<file path="src/rtl/sfa_bif_sched_if.sv">
// Scheduler <-> requester/BIF signal bundle. The scheduler sits on the slave side;
// the requesters, the stream taps and the BIF configuration sink sit on the master side.
interface sfa_bif_sched_if #(
    parameter int NREQ = 2
);
    logic [NREQ-1:0]      REQ_VALID;
    logic [NREQ-1:0]      REQ_READY;
    logic [16*NREQ-1:0]   REQ_INDEX;
    logic [16*NREQ-1:0]   REQ_SIZE;
    logic [16*NREQ-1:0]   REQ_STRIDE;
    logic [NREQ-1:0]      REQ_MODE;
    logic [NREQ-1:0]      DONE;
    logic [NREQ-1:0]      ERR;
    logic [NREQ-1:0]      GRANT;
    logic                 BUSY;
    logic                 BIF_EN;
    logic [15:0]          INDEX;
    logic [15:0]          SIZE;
    logic [15:0]          STRIDE;
    logic                 MODE;
    logic                 mBIF_tvalid;
    logic                 mBIF_tready;
    logic                 sBIR_tvalid;
    logic                 sBIR_tready;

    modport slave (
        input  REQ_VALID, REQ_INDEX, REQ_SIZE, REQ_STRIDE, REQ_MODE,
        input  mBIF_tvalid, mBIF_tready, sBIR_tvalid, sBIR_tready,
        output REQ_READY, DONE, ERR, GRANT, BUSY, BIF_EN,
        output INDEX, SIZE, STRIDE, MODE
    );

    modport master (
        output REQ_VALID, REQ_INDEX, REQ_SIZE, REQ_STRIDE, REQ_MODE,
        output mBIF_tvalid, mBIF_tready, sBIR_tvalid, sBIR_tready,
        input  REQ_READY, DONE, ERR, GRANT, BUSY, BIF_EN,
        input  INDEX, SIZE, STRIDE, MODE
    );
endinterface

</file>
<file path="src/rtl/sfa_bif_sched.sv">
// Round-robin owner of one BRAM interface engine: arbitrates NREQ job descriptors,
// validates them, starts the BIF, counts stream beats and reports DONE/ERR per requester.
module sfa_bif_sched #(
    parameter int NREQ = 2
) (
    input  logic           ACLK,
    input  logic           ARESETN,
    sfa_bif_sched_if.slave bif
);
    localparam int PW = (NREQ > 2) ? 2 : 1;

    typedef enum logic [2:0] {
        S_IDLE  = 3'd0,
        S_CHECK = 3'd1,
        S_START = 3'd2,
        S_RUN   = 3'd3,
        S_DRAIN = 3'd4,
        S_FIN   = 3'd5
    } state_t;

    state_t          r_state, w_state_nxt;
    logic [PW-1:0]   r_ptr, w_ptr_nxt;
    logic [PW-1:0]   r_own, w_own_nxt;
    logic [NREQ-1:0] r_ready, w_ready_nxt;
    logic [NREQ-1:0] r_done, w_done_nxt;
    logic [NREQ-1:0] r_errp, w_errp_nxt;
    logic [NREQ-1:0] r_grant, w_grant_nxt;
    logic            r_busy, w_busy_nxt;
    logic            r_bif_en, w_bif_en_nxt;
    logic            r_rej, w_rej_nxt;
    logic            r_mode, w_mode_nxt;
    logic [15:0]     r_index, w_index_nxt;
    logic [15:0]     r_size, w_size_nxt;
    logic [15:0]     r_stride, w_stride_nxt;
    logic [18:0]     r_acc, w_acc_nxt;
    logic [1:0]      r_drain, w_drain_nxt;

    logic            w_found;
    logic [PW-1:0]   w_win;
    logic [PW:0]     w_sum;
    logic [18:0]     w_step, w_end, w_lim, w_acc_step;
    logic            w_reject, w_beat;

    // Scan from r_ptr upward; iterating downward lets the nearest valid requester win.
    always_comb begin
        w_found = 1'b0;
        w_win   = '0;
        w_sum   = '0;
        for (int i = NREQ - 1; i >= 0; i--) begin
            w_sum = {1'b0, r_ptr} + (PW+1)'(i);
            if (w_sum >= (PW+1)'(NREQ))
                w_sum = w_sum - (PW+1)'(NREQ);
            if (bif.REQ_VALID[w_sum[PW-1:0]]) begin
                w_found = 1'b1;
                w_win   = w_sum[PW-1:0];
            end
        end
    end

    // 19-bit byte arithmetic so a descriptor running past 64 KiB is visible, not wrapped.
    assign w_step     = {1'b0, r_stride, 2'b00};
    assign w_end      = {3'b000, r_index} + {1'b0, r_size, 2'b00};
    assign w_lim      = w_end + w_step;
    assign w_acc_step = r_acc + w_step;
    assign w_reject   = (r_size == 16'd0) || (r_stride == 16'd0) || (w_lim > 19'h10000);
    assign w_beat     = r_mode ? (bif.sBIR_tvalid & bif.sBIR_tready)
                               : (bif.mBIF_tvalid & bif.mBIF_tready);

    always_comb begin
        w_state_nxt  = r_state;
        w_ptr_nxt    = r_ptr;
        w_own_nxt    = r_own;
        w_grant_nxt  = r_grant;
        w_busy_nxt   = r_busy;
        w_rej_nxt    = r_rej;
        w_mode_nxt   = r_mode;
        w_index_nxt  = r_index;
        w_size_nxt   = r_size;
        w_stride_nxt = r_stride;
        w_acc_nxt    = r_acc;
        w_drain_nxt  = r_drain;
        w_ready_nxt  = '0;
        w_done_nxt   = '0;
        w_errp_nxt   = '0;
        w_bif_en_nxt = 1'b0;
        case (r_state)
            S_IDLE: begin
                if (w_found) begin
                    w_own_nxt          = w_win;
                    w_index_nxt        = bif.REQ_INDEX[{w_win, 4'b0000} +: 16];
                    w_size_nxt         = bif.REQ_SIZE[{w_win, 4'b0000} +: 16];
                    w_stride_nxt       = bif.REQ_STRIDE[{w_win, 4'b0000} +: 16];
                    w_mode_nxt         = bif.REQ_MODE[w_win];
                    w_ready_nxt[w_win] = 1'b1;
                    w_grant_nxt        = NREQ'(1) << w_win;
                    w_busy_nxt         = 1'b1;
                    w_rej_nxt          = 1'b0;
                    w_state_nxt        = S_CHECK;
                end
            end
            S_CHECK: begin
                if (w_reject) begin
                    w_rej_nxt   = 1'b1;
                    w_state_nxt = S_FIN;
                end else begin
                    w_acc_nxt    = {3'b000, r_index};
                    w_bif_en_nxt = 1'b1;
                    w_state_nxt  = S_START;
                end
            end
            S_START: w_state_nxt = S_RUN;
            S_RUN: begin
                if (w_beat) begin
                    w_acc_nxt = w_acc_step;
                    if (w_acc_step >= w_end) begin
                        // Time for the BIF to fall back to its fetch state after the last handshake.
                        w_drain_nxt = r_mode ? 2'd3 : 2'd2;
                        w_state_nxt = S_DRAIN;
                    end
                end
            end
            S_DRAIN: begin
                w_drain_nxt = r_drain - 2'd1;
                if (r_drain == 2'd1)
                    w_state_nxt = S_FIN;
            end
            S_FIN: begin
                if (r_rej)
                    w_errp_nxt[r_own] = 1'b1;
                else
                    w_done_nxt[r_own] = 1'b1;
                w_ptr_nxt   = (r_own == PW'(NREQ - 1)) ? '0 : r_own + 1'b1;
                w_grant_nxt = '0;
                w_busy_nxt  = 1'b0;
                w_state_nxt = S_IDLE;
            end
            default: w_state_nxt = S_IDLE;
        endcase
    end

    always_ff @(posedge ACLK) begin
        if (!ARESETN) begin
            r_state  <= S_IDLE;
            r_ptr    <= '0;
            r_own    <= '0;
            r_ready  <= '0;
            r_done   <= '0;
            r_errp   <= '0;
            r_grant  <= '0;
            r_busy   <= 1'b0;
            r_bif_en <= 1'b0;
            r_rej    <= 1'b0;
            r_mode   <= 1'b0;
            r_index  <= '0;
            r_size   <= '0;
            r_stride <= '0;
            r_acc    <= '0;
            r_drain  <= '0;
        end else begin
            r_state  <= w_state_nxt;
            r_ptr    <= w_ptr_nxt;
            r_own    <= w_own_nxt;
            r_ready  <= w_ready_nxt;
            r_done   <= w_done_nxt;
            r_errp   <= w_errp_nxt;
            r_grant  <= w_grant_nxt;
            r_busy   <= w_busy_nxt;
            r_bif_en <= w_bif_en_nxt;
            r_rej    <= w_rej_nxt;
            r_mode   <= w_mode_nxt;
            r_index  <= w_index_nxt;
            r_size   <= w_size_nxt;
            r_stride <= w_stride_nxt;
            r_acc    <= w_acc_nxt;
            r_drain  <= w_drain_nxt;
        end
    end

    assign bif.REQ_READY = r_ready;
    assign bif.DONE      = r_done;
    assign bif.ERR       = r_errp;
    assign bif.GRANT     = r_grant;
    assign bif.BUSY      = r_busy;
    assign bif.BIF_EN    = r_bif_en;
    assign bif.INDEX     = r_index;
    assign bif.SIZE      = r_size;
    assign bif.STRIDE    = r_stride;
    assign bif.MODE      = r_mode;
endmodule

</file>
<file path="src/flat_wrapper.sv">
// flat-port wrapper written by rule: the top's interface ports become plain ports
module sfa_bif_sched_flat 
#(
    parameter int NREQ = 2
)
  (ACLK, ARESETN, bif_REQ_VALID, bif_REQ_INDEX, bif_REQ_SIZE, bif_REQ_STRIDE, bif_REQ_MODE, bif_mBIF_tvalid, bif_mBIF_tready, bif_sBIR_tvalid, bif_sBIR_tready, bif_REQ_READY, bif_DONE, bif_ERR, bif_GRANT, bif_BUSY, bif_BIF_EN, bif_INDEX, bif_SIZE, bif_STRIDE, bif_MODE);
  sfa_bif_sched_if #(.NREQ(NREQ)) bif_i ();
  input  logic ACLK;
  input  logic ARESETN;
  input wire logic [$bits(bif_i.REQ_VALID)-1:0] bif_REQ_VALID;
  input wire logic [$bits(bif_i.REQ_INDEX)-1:0] bif_REQ_INDEX;
  input wire logic [$bits(bif_i.REQ_SIZE)-1:0] bif_REQ_SIZE;
  input wire logic [$bits(bif_i.REQ_STRIDE)-1:0] bif_REQ_STRIDE;
  input wire logic [$bits(bif_i.REQ_MODE)-1:0] bif_REQ_MODE;
  input wire logic [$bits(bif_i.mBIF_tvalid)-1:0] bif_mBIF_tvalid;
  input wire logic [$bits(bif_i.mBIF_tready)-1:0] bif_mBIF_tready;
  input wire logic [$bits(bif_i.sBIR_tvalid)-1:0] bif_sBIR_tvalid;
  input wire logic [$bits(bif_i.sBIR_tready)-1:0] bif_sBIR_tready;
  output wire logic [$bits(bif_i.REQ_READY)-1:0] bif_REQ_READY;
  output wire logic [$bits(bif_i.DONE)-1:0] bif_DONE;
  output wire logic [$bits(bif_i.ERR)-1:0] bif_ERR;
  output wire logic [$bits(bif_i.GRANT)-1:0] bif_GRANT;
  output wire logic [$bits(bif_i.BUSY)-1:0] bif_BUSY;
  output wire logic [$bits(bif_i.BIF_EN)-1:0] bif_BIF_EN;
  output wire logic [$bits(bif_i.INDEX)-1:0] bif_INDEX;
  output wire logic [$bits(bif_i.SIZE)-1:0] bif_SIZE;
  output wire logic [$bits(bif_i.STRIDE)-1:0] bif_STRIDE;
  output wire logic [$bits(bif_i.MODE)-1:0] bif_MODE;
  assign bif_i.REQ_VALID = bif_REQ_VALID;
  assign bif_i.REQ_INDEX = bif_REQ_INDEX;
  assign bif_i.REQ_SIZE = bif_REQ_SIZE;
  assign bif_i.REQ_STRIDE = bif_REQ_STRIDE;
  assign bif_i.REQ_MODE = bif_REQ_MODE;
  assign bif_i.mBIF_tvalid = bif_mBIF_tvalid;
  assign bif_i.mBIF_tready = bif_mBIF_tready;
  assign bif_i.sBIR_tvalid = bif_sBIR_tvalid;
  assign bif_i.sBIR_tready = bif_sBIR_tready;
  assign bif_REQ_READY = bif_i.REQ_READY;
  assign bif_DONE = bif_i.DONE;
  assign bif_ERR = bif_i.ERR;
  assign bif_GRANT = bif_i.GRANT;
  assign bif_BUSY = bif_i.BUSY;
  assign bif_BIF_EN = bif_i.BIF_EN;
  assign bif_INDEX = bif_i.INDEX;
  assign bif_SIZE = bif_i.SIZE;
  assign bif_STRIDE = bif_i.STRIDE;
  assign bif_MODE = bif_i.MODE;
  sfa_bif_sched #(.NREQ(NREQ)) u_core (.ACLK(ACLK), .ARESETN(ARESETN), .bif(bif_i));
endmodule
</file>
<file path="config.mk">
export PLATFORM = sky130hd
export DESIGN_NAME = sfa_bif_sched_flat
export DESIGN_NICKNAME = d
export VERILOG_FILES = /design/src/rtl/sfa_bif_sched_if.sv /design/src/rtl/sfa_bif_sched.sv /design/src/flat_wrapper.sv
export SDC_FILE = /design/constraint.sdc
export NUM_CORES = 1
export LEC_CHECK = 0
export ABC_AREA = 1
export CAP_MARGIN = 20
export CORE_ASPECT_RATIO = 1.2
export CORE_MARGIN = 8
export CORE_UTILIZATION = 50
export DETAILED_ROUTE_END_ITERATION = 6
export GPL_ROUTABILITY_DRIVEN = 0
export GPL_TIMING_DRIVEN = 1
export HOLD_SLACK_MARGIN = 0.03
export PLACE_DENSITY = 0.78
export SYNTH_ARGS = -nofsm -noshare
export SYNTH_HDL_FRONTEND = slang
export SYNTH_SLANG_ARGS = --single-unit
</file>
<file path="constraint.sdc">
create_clock -name ACLK -period 10 [get_ports ACLK]
set_clock_uncertainty 0.2 [all_clocks]
set_input_delay 2 -clock ACLK [delete_from_list [all_inputs] [get_ports ACLK]]
set_output_delay 2 -clock ACLK [all_outputs]
set_load 0.02 [all_outputs]
</file>
==> results of run 1 <==
## power groups by stage
stage               Sequential (mW)  Clock, mW  Combinational (mW)
finish                        0.666      0.340                2.13
detailed placement            0.664          0                2.10
floorplan                     0.690          0                1.40
global route                  0.676      0.357                2.38
CTS                           0.658      0.344                2.11
global placement              0.664          0                2.07
## sequential cells by signal, indices dropped and copies added, names as in the netlist
name	flops
u_core.bif.REQ_READY	2
u_core.bif.MODE	1
u_core.r_acc	19
u_core.bif.GRANT	2
u_core.bif.BUSY	1
u_core.r_rej	1
u_core.r_ptr	1
u_core.r_state	3
u_core.bif.BIF_EN	1
u_core.bif.STRIDE	16
u_core.r_drain	2
u_core.bif.SIZE	16
u_core.bif.DONE	2
u_core.bif.INDEX	16
u_core.bif.ERR	2
u_core.r_own	1
## cell type report
cell class	count	area, um^2
clock buffer	9	225
fill	1202	4450
sequential	86	1720
tap	168	210
timing repair buffer	167	1660
multi-input combinational	801	4390
clock inverter	7	78.8
inverter	117	439
## worst reg2reg max path: stages (launching register included)
cell	delay (ns)
dfxtp_1	0.36
ha_1	0.37
nand2_1	0.08
o21ai_1	0.20
inv_1	0.09
o211ai_1	0.30
a21boi_1	0.16
o21ai_1	0.22
xor2_1	0.33
ha_1	0.34
nand2_1	0.13
inv_1	0.06
a21oi_1	0.18
nand3_1	0.12
a21oi_1	0.19
inv_1	0.06
nand2_1	0.06
nand2_1	0.05
nor2_2	0.11
nand2_1	0.08
nand2_2	0.34
nand2_4	0.23
nand2_1	0.14
a21oi_1	0.07
## cells by family (layout without fill, tap and decap cells)
family / count (synthesis) / in the layout
AOI/OAI and AO/OA: 215 / 215
xor gates and xnor gates: 26 / 26
adders and majority gates: 71 / 71
buffers and inverters: 151 / 300
DFF: 86 / 86
muxes: 1 / 1
and+or+nand+nor: 488 / 488
## per-stage QoR
stage	worst slack (ns)	utilization (%)	instances	power [mW]	cell area, um^2
2_1_floorplan	6.16	-	1038	2.09	6710
3_3_place_gp	5.58	63.9	1339	2.73	8420
3_5_place_dp	5.53	63.9	1339	2.76	8420
4_1_cts	5.49	66.2	1355	3.12	8730
5_1_grt	5.07	66.2	1355	3.41	8730
6_report	5.42	66.2	1355	3.14	8730
## worst max-delay path by stage
stage / start / end / slack, ns
6_report: u_core.bif.INDEX[4] / u_core.r_acc[9] / 5.42
5_1_grt: u_core.bif.INDEX[4] / u_core.r_acc[13] / 5.07
4_1_cts: u_core.bif.INDEX[4] / u_core.r_acc[9] / 5.49
3_5_place_dp: u_core.bif.SIZE[2] / u_core.r_acc[5] / 5.53
3_3_place_gp: u_core.bif.SIZE[2] / u_core.r_acc[2] / 5.58
2_1_floorplan: u_core.bif.INDEX[2] / u_core.r_acc[10] / 6.16
## placed cells by master (no fill, tap or decap), drive strengths merged, types with 4 or more instances in the layout
cell	instances
nand3	58
clkinv	5
ha	68
dfxtp	86
a31oi	51
nand4	15
nand3b	6
a21o	4
inv	117
xor2	21
nor4	13
clkbuf	9
or2	4
nand2	323
o21ai	78
nor2	63
clkdlybuf4s50	163
nor3	5
buf	4
a21oi	68
xnor2	5
## metal layers
layer | global-route usage [%] | vias up | share of wire, %
met5 | 0 | - | 0
met4 | 12.4 | 0 | 4.3
met3 | 6.16 | 67 | 8.4
met2 | 44.1 | 303 | 48
met1 | 29.5 | 3391 | 39
li1 | - | 3763 | -
==> impl_table.tex, run 1 <==
\begin{tabular}{lr}
\hline
Metric & Value \\
\hline
\multicolumn{2}{l}{\textbf{STA}} \\
Worst hold slack after final layout & 0.257 ns \\
Unrepaired setup endpoints after global routing & false \\
Minimum period implied by the final worst setup slack & 4.58 ns \\
Period Utilization, post-route & 45.8\% \\
Hold Violations, Final & 0 \\
Highest clock rate & 218 MHz \\
Max-slew headroom at the worst pin & 34.0\% \\
Fin. max-slew vios & 0 \\
Post-route setup TNS & 0 ns \\
Transition time at the pin with the least slew margin & 0.990 ns \\
Final setup violation count & 0 \\
\multicolumn{2}{l}{\textbf{CTS}} \\
Reg clk slew, reported paths & 0.08 ns \\
Depth of the CTS H-tree & 3 \\
Deepest clock path buffer count & 2 \\
Clock Latency Late Sink & 0.36 ns \\
Clock tree from TritonCTS & yes \\
Clock net sink count & 86 \\
\# Post-CTS Setup Buffers & 0 \\
Post-CTS Hold Buffers & 0 \\
Count of instances resized after the clock tree is built & 0 \\
CTS buffer count & 9 \\
Root buffer cell & clkbuf\_16 \\
\multicolumn{2}{l}{\textbf{Floorplan}} \\
Effective utilization at floorplan & 50.9\% \\
\# rows & 46 \\
Num ports & 165 \\
Core area & 13200 um\^{}2 \\
Die width & 122 um \\
Die H & 143 um \\
Area of the die & 17400 um\^{}2 \\
\multicolumn{2}{l}{\textbf{Min path}} \\
Hold WC Path Type & flop to flop \\
Hold worst-path end & u\_core.r\_acc[1] \\
Hold Crit Start & u\_core.r\_acc[1] \\
Depth of the worst hold-timing path & 2 \\
\multicolumn{2}{l}{\textbf{Power}} \\
Share of total power consumed by net switching & 53.4\% \\
Part of the power in registers & 21.2\% \\
Internal power of the cells & 1.46 mW \\
Combinational share of power & 68.0\% \\
Clock Power Share & 10.8\% \\
Power density over the cells & 360 nW/um\^{}2 \\
Worst supply voltage drop on vdd & 0.253 mV \\
Leakage power of the design & 4.10 nW \\
Net Sw Power & 1.67 mW \\
\multicolumn{2}{l}{\textbf{Logic synthesis}} \\
Cells taking the most area after synthesis & dfxtp\_1 (26\%), nand2\_1 (18\%), ha\_1 (13\%) \\
Synth Area in Simple Gates & 30.6\% \\
Synth unique cells & 40 \\
Cells after synthesis & 1038 \\
Fraction of synthesis flops using an asynchronous set or reset pin & 0\% \\
Compound-gate portion of the synthesized area & 17.8\% \\
Main combinational cell family by area after synthesis & simple AND/OR/NAND/NOR gates \\
Yosys top cell by area & dfxtp\_1 \\
Top\_reg\_cell synth & dfxtp\_1 \\
Top-count cell post-synth & nand2\_1 \\
EDFF count, synth & 0 \\
Synthesis warning total & 0 \\
Commonest cells in the netlist & nand2\_1 (319), inv\_1 (111), dfxtp\_1 (86), o21ai\_0 (76) \\
Register bit count reported by yosys & 86 \\
Nets in the synthesized netlist & 1215 \\
Post-synthesis adder-cell area fraction & 13.6\% \\
Average instance area after synthesis & 6.46 um\^{}2 \\
Post-synthesis mux area share & 0.149\% \\
Portion of the post-synthesis area used by sequential elements & 25.7\% \\
Synthesized-area fraction occupied by xor and xnor cells & 3.40\% \\
Syn Std Cell Area & 6710 um\^{}2 \\
Synth top area share & 25.7\% \\
\multicolumn{2}{l}{\textbf{Routing}} \\
Vias per std cell & 5.55 \\
Number of vias in the routed layout & 7524 \\
Post-route antenna net violation count & 0 \\
Detailed Route Iter0 Violations & 539 \\
Drt first pass iters & 5 \\
Wire per inst & 16.6 um \\
Drt total wl & 22500 um \\
Total DRC errors in the routed layout & 0 \\
\multicolumn{2}{l}{\textbf{Critical path}} \\
Crit path kind & flop to flop \\
Cell family with the largest share of critical-path delay & simple AND/OR/NAND/NOR gates \\
Data required time of the worst path & 10.01 ns \\
R2R setup slack & 5.42 ns \\
Cells along the critical path & ha\_1 > nand2\_1 > o21ai\_1 > inv\_1 > o211ai\_1 > a21boi\_1 > o21ai\_1 > xor2\_1 > ha\_1 > nand2\_1 > inv\_1 > a21oi\_1 > nand3\_1 > a21oi\_1 > inv\_1 > nand2\_1 > nand2\_1 > nor2\_2 > nand2\_1 > nand2\_2 > nand2\_4 > nand2\_1 > a21oi\_1 \\
Count of cell instances traversed by the critical path & 23 \\
Critical path buffer and inverter count & 3 \\
Highest net fanout along the worst path & 21 \\
Endpoint of the lowest-slack register-to-register path & u\_core.r\_acc[9] \\
Maximum single-stage delay on the critical path & 0.37 ns \\
Critical path endpoint category & flop \\
Worst-case reg-to-reg path depth & 23 \\
WP data arrival & 4.59 ns \\
Worst-path cell with the longest stage delay & ha\_1 \\
Cell mode on critical path & nand2\_1 \\
Launch point of the worst reg-to-reg path & u\_core.bif.INDEX[4] \\
Type of origin of the critical path & flop \\
\multicolumn{2}{l}{\textbf{Finish}} \\
Total Nets Final & 1359 \\
Antenna Diode Count & 0 \\
Area Overhead vs Synth & 30.1\% \\
Proportion of layout cells with a drive suffix above 1 & 3.54\% \\
\multicolumn{2}{l}{\textbf{Global route}} \\
Maximum number of pins on one net before global-route repair & 101 \\
Remaining global-route overflow & 0 \\
Number of global-route vias before repair & 7147 \\
GRT Util Overall & 25.8\% \\
Antenna violations before repair & 0 \\
Global-route wire length before repair & 35800 um \\
\multicolumn{2}{l}{\textbf{Job}} \\
Max-Cap Viols & 0 \\
\multicolumn{2}{l}{\textbf{Run status}} \\
Result of the run & finished, final reports clean \\
\multicolumn{2}{l}{\textbf{Placement}} \\
HPWL reported at the end of detailed placement & 17600 um \\
Port-buffer cells & 164 \\
\hline
\end{tabular}
Note: power is estimated with default switching activity, not from simulation.
==> run 2, diff against run 1 <==
- CORE_UTILIZATION: 50 -> 46
- PLACE_DENSITY: 0.78 -> 0.75
- clock period: 10 -> 4.1 ns (I/O delays scaled with it)
==> impl_table.tex, run 2 (synthesis gave the netlist of run 1 again) <==
\begin{tabular}{lr}
\hline
Metric & Value \\
\hline
\multicolumn{2}{l}{\textbf{Finish}} \\
Largest Register & u\_core.r\_acc (unchanged) \\
Commonest non-fill, non-tap cells in the layout & nand2\_1 (313), clkdlybuf4s50\_1 (163), inv\_1 (110), dfxtp\_1 (79), o21ai\_0 (73) (was nand2\_1 (319), clkdlybuf4s50\_1 (163), inv\_1 (111), dfxtp\_1 (86), o21ai\_0 (76)) \\
Total Nets Final & 1412 (was 1359) \\
Largest register FFs & 19 (unchanged) \\
Post-route standard cell area excluding fillers & 9530 um\^{}2 (was 8730 um\^{}2) \\
Proportion of layout cells with a drive suffix above 1 & 12.3\% (was 3.54\%) \\
Fillers & 1230 (was 1202) \\
Cell Count, Final, Fillers Out & 1415 (was 1355) \\
Area Overhead vs Synth & 42.1\% (was 30.1\%) \\
Most common library cell in the layout ignoring fill and taps & nand2\_1 (unchanged) \\
Finished Core Util & 66.4\% (was 66.2\%) \\
Antenna Diode Count & 0 (unchanged) \\
\multicolumn{2}{l}{\textbf{Placement}} \\
Cell area after placement & 8750 um\^{}2 (was 8420 um\^{}2) \\
HPWL reported at the end of detailed placement & 18900 um (was 17600 um) \\
Port-buffer cells & 164 (unchanged) \\
Post-Place Setup Slack & -0.0156 ns (was 5.53 ns) \\
Placed Instances & 1385 (was 1339) \\
\multicolumn{2}{l}{\textbf{Critical path}} \\
Endpoint of the lowest-slack register-to-register path & u\_core.r\_acc[3] (was u\_core.r\_acc[9]) \\
Cell mode on critical path & nand2\_2 (was nand2\_1) \\
Maximum single-stage delay on the critical path & 0.37 ns (about the same) \\
Worst-case reg-to-reg path depth & 24 (was 23) \\
Type of origin of the critical path & flop (unchanged) \\
Capture point of the critical path & u\_core.r\_acc[3] (was u\_core.r\_acc[9]) \\
Highest net fanout along the worst path & 6 (was 21) \\
Worst-path cell with the longest stage delay & fa\_2 (was ha\_1) \\
CP startpoint & u\_core.bif.INDEX[2] (was u\_core.bif.INDEX[4]) \\
WP data arrival & 4.19 ns (was 4.59 ns) \\
Count of cell instances traversed by the critical path & 24 (was 23) \\
Critical path endpoint category & flop (unchanged) \\
Cells along the critical path & ha\_1 > inv\_1 > fa\_2 > nand3b\_1 > nand2\_2 > nand4\_1 > a21oi\_2 > or2\_2 > xnor2\_2 > inv\_1 > ha\_4 > nand2\_2 > nor2\_1 > nand3\_1 > nand4\_1 > nand3b\_1 > nor2\_2 > nand3\_1 > nand2\_2 > nand2\_2 > nand2\_4 > clkbuf\_16 > nand3\_1 > a21oi\_2 (was ha\_1 > nand2\_1 > o21ai\_1 > inv\_1 > o211ai\_1 > a21boi\_1 > o21ai\_1 > xor2\_1 > ha\_1 > nand2\_1 > inv\_1 > a21oi\_1 > nand3\_1 > a21oi\_1 > inv\_1 > nand2\_1 > nand2\_1 > nor2\_2 > nand2\_1 > nand2\_2 > nand2\_4 > nand2\_1 > a21oi\_1) \\
Data required time of the worst path & 4.18 ns (was 10.01 ns) \\
Cell family with the largest share of critical-path delay & simple AND/OR/NAND/NOR gates (unchanged) \\
Launch point of the worst reg-to-reg path & u\_core.bif.INDEX[2] (was u\_core.bif.INDEX[4]) \\
Crit path kind & flop to flop (unchanged) \\
Critical path buffer and inverter count & 3 (unchanged) \\
R2R setup slack & -0.005 ns (was 5.42 ns) \\
\multicolumn{2}{l}{\textbf{Routing}} \\
Detailed Route Iter0 Violations & 644 (was 539) \\
Number of vias in the routed layout & 7806 (was 7524) \\
Drt total wl & 24700 um (was 22500 um) \\
Drt first pass iters & 6 (was 5) \\
Wire per inst & 17.5 um (was 16.6 um) \\
Vias per std cell & 5.52 (was 5.55) \\
Total DRC errors in the routed layout & 0 (unchanged) \\
Post-route antenna net violation count & 0 (unchanged) \\
\multicolumn{2}{l}{\textbf{STA}} \\
Worst hold slack after final layout & 0.267 ns (was 0.257 ns) \\
Period Utilization, post-route & 100\% (was 45.8\%) \\
Setup WS post-layout & -0.00492 ns (was 5.42 ns) \\
Max-slew headroom at the worst pin & 60.2\% (was 34.0\%) \\
Final setup violation count & 2 (was 0) \\
Highest clock rate & 244 MHz (was 218 MHz) \\
Hold Violations, Final & 0 (unchanged) \\
Fin. max-slew vios & 0 (unchanged) \\
Transition time at the pin with the least slew margin & 0.597 ns (was 0.990 ns) \\
Minimum period implied by the final worst setup slack & 4.10 ns (was 4.58 ns) \\
Unrepaired setup endpoints after global routing & true (was false) \\
Post-route setup TNS & -0.00586 ns (was 0 ns) \\
\multicolumn{2}{l}{\textbf{Power}} \\
Worst supply voltage drop on vdd & 0.415 mV (was 0.253 mV) \\
Pwr Total & 8.94 mW (was 3.14 mW) \\
Power density over the cells & 938 nW/um\^{}2 (was 360 nW/um\^{}2) \\
Leakage power of the design & 4.45 nW (was 4.10 nW) \\
\multicolumn{2}{l}{\textbf{CTS}} \\
Clock tree from TritonCTS & yes (unchanged) \\
Clock Latency Late Sink & 0.35 ns (was 0.36 ns) \\
Depth of the CTS H-tree & 3 (unchanged) \\
Clock net sink count & 86 (unchanged) \\
Post-CTS Hold Buffers & 0 (unchanged) \\
Root buffer cell & clkbuf\_16 (unchanged) \\
Reg clk slew, reported paths & 0.07 ns (was 0.08 ns) \\
Deepest clock path buffer count & 2 (unchanged) \\
CTS buffer count & 9 (unchanged) \\
\multicolumn{2}{l}{\textbf{Floorplan}} \\
Die width & 126 um (was 122 um) \\
Area of the die & 18700 um\^{}2 (was 17400 um\^{}2) \\
Die H & 148 um (was 143 um) \\
Core area & 14400 um\^{}2 (was 13200 um\^{}2) \\
\# rows & 48 (was 46) \\
Effective utilization at floorplan & 46.7\% (was 50.9\%) \\
Num ports & 165 (unchanged) \\
\multicolumn{2}{l}{\textbf{Job}} \\
Max-Cap Viols & 0 (unchanged) \\
\multicolumn{2}{l}{\textbf{Global route}} \\
Antenna violations before repair & 0 (unchanged) \\
Remaining global-route overflow & 0 (unchanged) \\
Maximum number of pins on one net before global-route repair & 61 (was 101) \\
Global-route wire length before repair & 37700 um (was 35800 um) \\
Number of global-route vias before repair & 7364 (was 7147) \\
GRT Util Overall & 25.1\% (was 25.8\%) \\
\multicolumn{2}{l}{\textbf{Run status}} \\
Failing checks & setup timing \\
Result of the run & complete, but fails checks (was finished, final reports clean) \\
\multicolumn{2}{l}{\textbf{Min path}} \\
Hold WC Path Type & flop to flop (unchanged) \\
\hline
\end{tabular}
[run 2: cell type report]
| cell class | count | area, um^2 | share of cell area, % |
|---|---|---|---|
| Clock buffer | 9 | 225 | 2.36 |
| Clock inverter | 7 | 106 | 1.12 |
| Inverter | 117 | 439 | 4.61 |
| Multi-Input combinational cell | 801 | 4710 | 49.4 |
| Sequential cell | 86 | 1730 | 18.2 |
| Tap cell | 175 | 219 | 2.30 |
| Timing Repair Buffer | 220 | 2100 | 22.1 |
[run 2: worst register-to-register path, delay by kind of cell, from the launching register on]
kind            cells  cell delay, ns
flops               1            0.33
xor+xnor            1            0.12
buf+inv             3            0.35
compound gates      2            0.38
fa+ha+maj           3            0.80
simple gates       15            1.86
[run 2: worst min path at each step]
stage,start,endpoint,slack [ns],depth (start not counted)
finish,u_core.r_acc[18],u_core.r_acc[18],0.27,2
global route,u_core.r_acc[12],u_core.r_acc[12],0.30,2
CTS,u_core.r_acc[0],u_core.r_acc[0],0.27,2
detailed placement,u_core.r_acc[1],u_core.r_acc[1],0.25,2
global placement,u_core.r_acc[1],u_core.r_acc[1],0.24,2
floorplan,u_core.r_acc[1],u_core.r_acc[1],0.23,2
[run 2: layer usage]
metal | vias up | GRT usage, % | part of all wire [%]
li1 | 3871 | - | -
met1 | 3505 | 28.7 | 40
met2 | 351 | 44.1 | 49
met3 | 79 | 4.66 | 7.0
met4 | 0 | 12.7 | 4.5
met5 | - | 0 | 0
[run 2: timing repair]
item | in CTS | in global routing
endpoints found under the hold margin | 0 | 0
endpoints found under the setup margin | 21 | 26
setup buffers | 1 | 12
gates cloned | 0 | 1
pin swaps | 2 | 27
gates resized for setup | 3 | 66
[run 2: where the power goes]
group	total (mW)	switching [mW]	internal, mW
registers	1.47	0.325	1.14
logic	6.56	3.85	2.71
clock network	0.916	0.372	0.544
==> run 3, diff against run 2 <==
- GPL_TIMING_DRIVEN: 1 -> 0
- SLEW_MARGIN: unset -> 5
==> impl_table.tex, run 3 (synthesis gave the netlist of run 1 again) <==
\begin{tabular}{lr}
\hline
Metric & Value \\
\hline
\multicolumn{2}{l}{\textbf{Critical path}} \\
Cell family with the largest share of critical-path delay & simple AND/OR/NAND/NOR gates (unchanged) \\
R2R setup slack & 0.01 ns (was -0.005 ns) \\
WP data arrival & 4.09 ns (was 4.19 ns) \\
Maximum single-stage delay on the critical path & 0.38 ns (was 0.37 ns) \\
Crit path kind & flop to flop (unchanged) \\
Worst-case reg-to-reg path depth & 26 (was 24) \\
Endpoint of the lowest-slack register-to-register path & u\_core.r\_acc[7] (was u\_core.r\_acc[3]) \\
Highest net fanout along the worst path & 8 (was 6) \\
Critical path buffer and inverter count & 4 (was 3) \\
Critical path endpoint category & flop (unchanged) \\
Type of origin of the critical path & flop (unchanged) \\
Worst-path cell with the longest stage delay & dfxtp\_4 (was fa\_2) \\
Launch point of the worst reg-to-reg path & u\_core.bif.SIZE[2] (was u\_core.bif.INDEX[2]) \\
Data required time of the worst path & 4.10 ns (was 4.18 ns) \\
Cell mode on critical path & nand2\_1 (was nand2\_2) \\
\multicolumn{2}{l}{\textbf{Routing}} \\
Detailed Route Iter0 Violations & 438 (was 644) \\
Post-route antenna net violation count & 0 (unchanged) \\
Wire per inst & 17.2 um (was 17.5 um) \\
Drt total wl & 24400 um (was 24700 um) \\
Number of vias in the routed layout & 7745 (was 7806) \\
Vias per std cell & 5.47 (was 5.52) \\
Drt first pass iters & 5 (was 6) \\
Total DRC errors in the routed layout & 0 (unchanged) \\
\multicolumn{2}{l}{\textbf{STA}} \\
Max-slew headroom at the worst pin & 60.8\% (was 60.2\%) \\
Final setup violation count & 0 (was 2) \\
Hold Violations, Final & 0 (unchanged) \\
Period Utilization, post-route & 99.6\% (was 100\%) \\
Unrepaired setup endpoints after global routing & true (unchanged) \\
Minimum period implied by the final worst setup slack & 4.09 ns (was 4.10 ns) \\
Transition time at the pin with the least slew margin & 0.588 ns (was 0.597 ns) \\
Post-route setup TNS & 0 ns (was -0.00586 ns) \\
Fin. max-slew vios & 0 (unchanged) \\
Highest clock rate & 245 MHz (was 244 MHz) \\
\multicolumn{2}{l}{\textbf{Global route}} \\
Antenna violations before repair & 1 (was 0) \\
Global-route wire length before repair & 37700 um (about the same) \\
Number of global-route vias before repair & 7425 (was 7364) \\
Remaining global-route overflow & 0 (unchanged) \\
Maximum number of pins on one net before global-route repair & 18 (was 61) \\
GRT Util Overall & 25.2\% (was 25.1\%) \\
\multicolumn{2}{l}{\textbf{Finish}} \\
Proportion of layout cells with a drive suffix above 1 & 11.4\% (was 12.3\%) \\
Total Nets Final & 1411 (was 1412) \\
Most common library cell in the layout ignoring fill and taps & nand2\_1 (unchanged) \\
Area Overhead vs Synth & 41.2\% (was 42.1\%) \\
Largest register FFs & 19 (unchanged) \\
Largest Register & u\_core.r\_acc (unchanged) \\
Post-route standard cell area excluding fillers & 9470 um\^{}2 (was 9530 um\^{}2) \\
Cell Count, Final, Fillers Out & 1415 (unchanged) \\
Commonest non-fill, non-tap cells in the layout & nand2\_1 (306), clkdlybuf4s50\_1 (164), inv\_1 (107), dfxtp\_1 (76), o21ai\_0 (73) (was nand2\_1 (313), clkdlybuf4s50\_1 (163), inv\_1 (110), dfxtp\_1 (79), o21ai\_0 (73)) \\
\multicolumn{2}{l}{\textbf{Job}} \\
Max-Cap Viols & 0 (unchanged) \\
\multicolumn{2}{l}{\textbf{Floorplan}} \\
Die width & 126 um (unchanged) \\
Die H & 148 um (unchanged) \\
Effective utilization at floorplan & 46.7\% (unchanged) \\
Core area & 14400 um\^{}2 (unchanged) \\
Area of the die & 18700 um\^{}2 (unchanged) \\
\# rows & 48 (unchanged) \\
Num ports & 165 (unchanged) \\
\multicolumn{2}{l}{\textbf{Power}} \\
Combinational share of power & 70.5\% (was 73.4\%) \\
Clock Power Share & 10.0\% (was 10.2\%) \\
Worst supply voltage drop on vdd & 0.411 mV (was 0.415 mV) \\
Power density over the cells & 917 nW/um\^{}2 (was 938 nW/um\^{}2) \\
Leakage power of the design & 4.33 nW (was 4.45 nW) \\
Pwr Total & 8.68 mW (was 8.94 mW) \\
Net Sw Power & 4.50 mW (was 4.55 mW) \\
Share of total power consumed by net switching & 51.9\% (was 50.9\%) \\
Part of the power in registers & 19.5\% (was 16.4\%) \\
Internal power of the cells & 4.18 mW (was 4.39 mW) \\
\multicolumn{2}{l}{\textbf{CTS}} \\
Deepest clock path buffer count & 2 (unchanged) \\
CTS buffer count & 9 (unchanged) \\
Post-CTS Hold Buffers & 0 (unchanged) \\
Depth of the CTS H-tree & 3 (unchanged) \\
Reg clk slew, reported paths & 0.07 ns (about the same) \\
Root buffer cell & clkbuf\_16 (unchanged) \\
Clock net sink count & 86 (unchanged) \\
Clock Latency Late Sink & 0.35 ns (about the same) \\
Clock tree from TritonCTS & yes (unchanged) \\
\multicolumn{2}{l}{\textbf{Placement}} \\
HPWL reported at the end of detailed placement & 19200 um (was 18900 um) \\
Placed Instances & 1377 (was 1385) \\
Cell area after placement & 8570 um\^{}2 (was 8750 um\^{}2) \\
Port-buffer cells & 164 (unchanged) \\
\multicolumn{2}{l}{\textbf{Min path}} \\
Depth of the worst hold-timing path & 2 (unchanged) \\
Hold Crit Start & u\_core.r\_acc[1] (was u\_core.r\_acc[18]) \\
Hold worst-path end & u\_core.r\_acc[1] (was u\_core.r\_acc[18]) \\
Hold WC Path Type & flop to flop (unchanged) \\
\multicolumn{2}{l}{\textbf{Run status}} \\
Result of the run & finished, final reports clean (was complete, but fails checks) \\
\hline
\end{tabular}
run 3: changes by cell type in the layout (fill, tap and decap cells not counted), sizes merged:
cell / previous run / this run
buf: 56 / 24
clkbuf: 10 / 40
bufinv: 2 / 1
clkdlybuf4s50: 163 / 164
clkinv: 5 / 4
clkinvlp: 0 / 1
diode: 0 / 1
inv: 117 / 118
run 3: final cells by class:
type | count | area [um^2]
antenna | 1 | 2.50
buffer | 34 | 159
clock buffer | 9 | 225
clock inverter | 7 | 88.8
fill | 1285 | 4890
inverter | 117 | 439
multi-input combinational | 801 | 4760
sequential | 86 | 1750
tap | 175 | 219
timing repair buffer | 185 | 1820
run 3: timing repair:
item | in CTS | in global routing
resized for setup | 28 | 73
buffers inserted | 5 | 15
endpoints found under the setup margin | 26 | 26
gates cloned | 0 | 1
pin swaps | 12 | 33
run 3: worst register-to-register path, stage by stage, from the launching register on:
cell and delay (ns):
dfxtp_4 0.38, ha_4 0.29, nand2_1 0.07, o21ai_2 0.16, inv_1 0.08, o211ai_1 0.20, buf_4 0.17, a21boi_4 0.08
o21ai_4 0.19, xor2_2 0.22, buf_4 0.14, ha_1 0.22, nand2_1 0.08, nand2_1 0.09, a21oi_2 0.16, nand3_2 0.12
nand2_1 0.08, o21ai_0 0.08, nor2_1 0.15, nand3_2 0.12, nand2_4 0.10, nand2_2 0.07, nand2_4 0.12, nand2_8 0.09
clkbuf_16 0.19, nand2_1 0.06, a21oi_1 0.05
run 3: worst max path at each step:
stage                                   start          endpoint  slack, ns  cells after the start
final                      u_core.bif.SIZE[2]   u_core.r_acc[7]       0.01                     26
after floorplan           u_core.bif.INDEX[2]  u_core.r_acc[10]       0.26                     26
after global routing       u_core.bif.SIZE[2]   u_core.r_acc[2]      -0.15                     25
after global placement    u_core.bif.INDEX[4]  u_core.r_acc[17]      -0.33                     24
after CTS                  u_core.bif.SIZE[0]   u_core.r_acc[9]       0.01                     25
after detailed placement  u_core.bif.INDEX[4]  u_core.r_acc[13]      -0.38                     24
run 3: metal layers:
layer	GRT usage, %	share of wire [%]
met4	14.9	5.3
met1	27.8	39
met3	5.27	6.8
met2	43.8	48
met5	0	0
run 3: power groups by stage:
stage / combinational, mW / clock [mW] / sequential (mW)
2_1_floorplan: 3.40 / 0 / 1.68
3_3_place_gp: 5.12 / 0 / 1.64
3_5_place_dp: 5.20 / 0 / 1.64
4_1_cts: 5.43 / 0.875 / 1.65
5_1_grt: 6.78 / 0.908 / 1.71
6_report: 6.12 / 0.872 / 1.69
run 3: through the flow:
step	utilization, %	setup WS [ns]	hold slack [ns]
floorplan	-	0.263	0.228
global placement	59.7	-0.326	0.239
finish	66.0	0.0146	0.255
CTS	63.0	0.0101	0.255
detailed placement	59.7	-0.382	0.245
global route	66.0	-0.147	0.280
